`config.mk`:
```
export PLATFORM = sky130hd
export DESIGN_NAME = wic_irq_aggr
export DESIGN_NICKNAME = d
export VERILOG_FILES = /design/src/rtl/wic_pkg.sv /design/src/rtl/wic_prio_enc.sv /design/src/rtl/wic_irq_aggr.sv
export SDC_FILE = /design/constraint.sdc
export NUM_CORES = 1
export LEC_CHECK = 0
export CAP_MARGIN = 30
export CORE_AREA = 2 2 97 99
export DETAILED_ROUTE_END_ITERATION = 10
export DIE_AREA = 0 0 99 101
export GPL_TIMING_DRIVEN = 0
export PLACE_DENSITY = 0.79
export SLEW_MARGIN = 25
export SYNTH_ARGS = -nofsm -noshare
export SYNTH_HDL_FRONTEND = slang
export SYNTH_SLANG_ARGS = --single-unit
```
`constraint.sdc`:
```
create_clock -name pad_core_clk -period 2.8 [get_ports pad_core_clk]
set_input_delay 0.42 -clock pad_core_clk [delete_from_list [all_inputs] [get_ports pad_core_clk]]
set_output_delay 0.42 -clock pad_core_clk [all_outputs]
set_load 0.01 [all_outputs]
```
`src/rtl/wic_pkg.sv`:
```
// Shared definitions for the wakeup interrupt controller / IRQ aggregator.
package wic_pkg;

    // Legal and default number of interrupt sources.
    localparam int unsigned WIC_NUM_SRC_DEF = 32;
    localparam int unsigned WIC_NUM_SRC_MIN = 2;
    localparam int unsigned WIC_NUM_SRC_MAX = 64;

    // Wakeup handshake states.
    typedef enum logic [1:0] {
        ST_RUN      = 2'd0,
        ST_SLEEP    = 2'd1,
        ST_WAKE     = 2'd2,
        ST_WAIT_RUN = 2'd3
    } wic_state_e;

endpackage

```
`src/rtl/wic_prio_enc.sv`:
```
// Lowest-index-first priority encoder: reports whether any request bit is
// set and the index of the lowest one.
module wic_prio_enc
    import wic_pkg::*;
#(
    parameter int unsigned N  = WIC_NUM_SRC_DEF,
    parameter int unsigned IW = $clog2(WIC_NUM_SRC_DEF)
) (
    input  logic [N-1:0]  req,
    output logic          found,
    output logic [IW-1:0] idx
);

    // Scan upward and keep the first hit so the lowest index wins.
    always_comb begin
        found = 1'b0;
        idx   = '0;
        for (int unsigned i = 0; i < N; i++) begin
            if (req[i] && !found) begin
                found = 1'b1;
                idx   = IW'(i);
            end
        end
    end

endmodule

```
`src/rtl/wic_irq_aggr.sv`:
```
// Interrupt aggregator with wakeup handshake: per-source edge/level pending
// tracking, a valid/ready claim port presenting the lowest pending id, and a
// sleep/wake FSM requesting a PMU wakeup while the CPU sleeps.
module wic_irq_aggr
    import wic_pkg::*;
#(
    parameter int unsigned NUM_SRC = WIC_NUM_SRC_DEF,
    parameter int unsigned ID_W    = $clog2(NUM_SRC)
) (
    input  logic               pad_core_clk,
    input  logic               pad_core_rst_b,
    input  logic [NUM_SRC-1:0] src_intr,
    input  logic [NUM_SRC-1:0] cfg_en,
    input  logic [NUM_SRC-1:0] cfg_edge,
    output logic               irq_valid,
    output logic [ID_W-1:0]    irq_id,
    input  logic               irq_ready,
    input  logic               cpu_pmu_sleep_b,
    output logic               wic_pmu_wakeup_req,
    input  logic               pmu_wic_wakeup_ack,
    output logic [NUM_SRC-1:0] pend
);

    logic [NUM_SRC-1:0] src_q;
    logic [NUM_SRC-1:0] edge_det;
    logic [NUM_SRC-1:0] claim_hot;
    logic [NUM_SRC-1:0] pend_d;
    logic [NUM_SRC-1:0] cand;
    logic               claim;
    logic               cand_found;
    logic [ID_W-1:0]    cand_id;
    wic_state_e         state_q;
    wic_state_e         state_d;
    logic               req_d;

    // Claim decode: one-hot of the id being taken this cycle.
    always_comb begin
        claim     = irq_valid & irq_ready;
        claim_hot = '0;
        for (int unsigned i = 0; i < NUM_SRC; i++) begin
            claim_hot[i] = claim && (irq_id == ID_W'(i));
        end
    end

    // Next pending vector and the candidate set for the output stage.
    // Only edge sources are masked after a claim: their pend bit still reads
    // set for the claim cycle, whereas a level source that remains asserted
    // is genuinely pending again and is re-presented back to back.
    always_comb begin
        edge_det = src_intr & ~src_q;
        pend_d   = cfg_en & ((cfg_edge & ((pend & ~claim_hot) | edge_det))
                           | (~cfg_edge & src_intr));
        cand     = pend & ~(claim_hot & cfg_edge);
    end

    wic_prio_enc #(
        .N  (NUM_SRC),
        .IW (ID_W)
    ) u_prio (
        .req   (cand),
        .found (cand_found),
        .idx   (cand_id)
    );

    // Source sampling, pending state and the held-until-claimed output stage.
    always_ff @(posedge pad_core_clk or negedge pad_core_rst_b) begin
        if (!pad_core_rst_b) begin
            src_q     <= '0;
            pend      <= '0;
            irq_valid <= 1'b0;
            irq_id    <= '0;
        end else begin
            src_q <= src_intr;
            pend  <= pend_d;
            if (!irq_valid || claim) begin
                irq_valid <= cand_found;
                irq_id    <= cand_id;
            end
        end
    end

    // Wakeup FSM next state; the request is derived from the next state so
    // the registered output is high exactly while the FSM sits in WAKE.
    always_comb begin
        state_d = state_q;
        case (state_q)
            ST_RUN: begin
                if (!cpu_pmu_sleep_b) state_d = ST_SLEEP;
            end
            ST_SLEEP: begin
                if (cpu_pmu_sleep_b)  state_d = ST_RUN;
                else if (|pend)       state_d = ST_WAKE;
            end
            ST_WAKE: begin
                if (pmu_wic_wakeup_ack) state_d = ST_WAIT_RUN;
            end
            ST_WAIT_RUN: begin
                if (cpu_pmu_sleep_b) state_d = ST_RUN;
            end
            default: state_d = ST_RUN;
        endcase
        req_d = (state_d == ST_WAKE);
    end

    // Wakeup FSM state and registered, glitch-free wakeup request.
    always_ff @(posedge pad_core_clk or negedge pad_core_rst_b) begin
        if (!pad_core_rst_b) begin
            state_q            <= ST_RUN;
            wic_pmu_wakeup_req <= 1'b0;
        end else begin
            state_q            <= state_d;
            wic_pmu_wakeup_req <= req_d;
        end
    end

endmodule

```
==> impl_metrics.toml <==
[run_status]
outcome = "complete, no violations"

[clock_tree]
cts_tree = "done"
cts_buffer_depth = 2
ctsHoldBuffers = 0
cts_buffers = 9
cts.clk_slew.worst_paths_ps = 90
htreeDepth = 3
cts-root-buf = "clkbuf_8"
clk_latency_ps = 360
cts.sinks = 73

[yosys]
syn_nets = 508
synth_edf_count = 0
synth_ff_type = "dfrtp_1"
synth_area_per_cell_sq_um = 9.81
synth.distinct_cells = 58
synth-seq-cells = 73
yosys_warnings = 0
syn_inst = 407
async_reset_ff_share_pct = 100
synth.area.top_cells = "dfrtp_1 (46%), nand2_1 (7.9%), a32oi_1 (7.0%), nor2b_1 (5.3%), inv_1 (2.2%)"
syn_area_sq_um = 3990
synth_top_cell_by_area = "dfrtp_1"
yosysSeqAreaShare_pct = 45.7
synth_top_area_share_pct = 45.7

[worst_setup_path]
critPathMaxStageDelay_ps = 490
path_class = "reg -> reg"
worst_path_max_delay_cell = "dfrtp_2"
crit_path_max_fanout = 10
start_kind = "register"
critPathRequiredTime_ps = 3090
arrival_ps = 2950
path_buf_inv = 2
worstPathCellList = "nand2b_1 > buf_6 > o41ai_2 > nand4_1 > nor4_4 > buf_4 > a41oi_1 > o211ai_1 > o32a_1"
critPathTopFamily = "compound AO/OA/AOI/OAI gates"
endpoint_kind = "register"

[grt]
grt_max_degree = 39
use_met1_pct = 33.5
gr-total-overflow = 0
grt_usage_pct = 26.4
gr-max-usage-layer = "met2"
antenna_found_initial = 0
grt_pass1_wl_um = 20300
grtUsageMet3_pct = 7.07
grt_util_met2_pct = 43.5
grt_pass1_vias = 3963

[drt]
vias_per_cell = 5.78
drt_wl_total_um = 13400
drt_iter0_drc = 176
vias = 3929
wl_per_cell_um = 19.7
firstDrtPassIters = 5
drc = 0
antenna_left = 0

[floorplanning]
ios = 140
die_w_um = 99
start_util_pct = 44.5
die_area_sq_um = 10000
coreArea_sq_um = 8980
dieHeight_um = 101
row_count = 35

[pwr]
peakVddDrop_mv = 0.273
p_per_area_nw_per_um2 = 504
p_leak_nw = 2.31
p_total_w = 0.00303

[timing]
worstMarginPinSlew_ps = 1010
slew_headroom_pct = 32.7
hold_ws_ps = 26.0
drv_slew = 0
hold_viol = 0
timing.final.crit_share_pct = 95.1
fmax_ghz = 0.376
clock_skew_ps = 12.2
setup_violations = 0
min_period_ps = 2660
setup_tns_ps = 0

[final_layout]
diodes = 0
layout_commonest_cell = "clkdlybuf4s50_1"
fin_area_sq_um = 6010
final_util_pct = 66.9
syn2layout_area_growth_pct = 50.4
drive_above_1_share_pct = 13.7
final_cell_mix = "clkdlybuf4s50_1 (137), nand2_1 (83), dfrtp_1 (70), nor2b_1 (34), a32oi_1 (32)"
nNetsFinal = 666

[place]
gp_congestion = 0.859
place_hpwl_um = 9980
place_area_sq_um = 5530
io_buffers = 138

[job]
max-cap-violations = 0

[min_path]
hp-class = "in -> async"
layer usage:
metal | vias up | wire (um) | part of all wire [%]
met5 | - | 0 | 0
met4 | 0 | 264 | 2.0
met3 | 20 | 1000 | 7.5
met2 | 162 | 6520 | 49
met1 | 1899 | 5630 | 42
li1 | 1848 | - | -
sequential cells by signal, indices dropped and copies added (netlist names):
register and count:
irq_id 5, irq_valid 1, pend 32, src_q 32, state_q 2, wic_pmu_wakeup_req 1
cell usage after synthesis, drive strengths merged (8+ instances only):
library cell and number:
buf 10, inv 23, nor2b 34, a21oi 8
nor4 9, dfrtp 73, nand4 10, o41ai 11
a32oi 32, o31ai 15, nor2 12, nand2 85
kinds of logic (layout without fill, tap and decap cells):
logic type,after synthesis,after routing,share of synthesized area [%]
and+or+nand+nor,194,194,27.3
buffers and inverters,36,198,4.54
AOI/OAI and AO/OA,104,104,22.5
DFF,73,73,45.7
final cells by class:
cell class	count	area, sq um
well taps	111	139
plain buffers	13	95.1
flip-flops and latches	73	1830
clock inverters	5	80.1
inverters	23	86.3
fillers	729	2970
multi-input cells	298	2180
repair buffers	147	1460
clock buffers	10	138
where the power goes:
group	switching [W]	total, W	internal [W]	leakage (nW)
sequential	0.0000927	0.00123	0.00114	0.890
combinational	0.000445	0.000865	0.000420	1.32
clock	0.000411	0.000930	0.000520	0.104
worst paths after layout:
check	start	end	slack, ps	depth (start not counted)
max in group asynchronous	pad_core_rst_b	irq_id[3]	2170	2
min	pad_core_rst_b	src_q[14]	30	1
min in group pad_core_clk	src_intr[23]	src_q[23]	530	1
min reg2reg	state_q[0]	state_q[0]	550	1
max	irq_id[3]	irq_id[2]	140	9
max reg2reg	irq_id[3]	irq_id[2]	140	9
per-stage QoR:
| step | setup WS [ps] | std cells |
|---|---|---|
| after global routing | -24.3 | 680 |
| after floorplan | 347 | 407 |
| after CTS | 1.14 | 673 |
| after detailed placement | -175 | 657 |
| after global placement | -1100 | 656 |
| final | 137 | 680 |
what timing repair did:
action	CTS	global route
buffers inserted	1	7
setup endpoints to repair	5	6
pin swaps	2	8
resized for setup	5	25
Power figures use the tool's default switching activity.
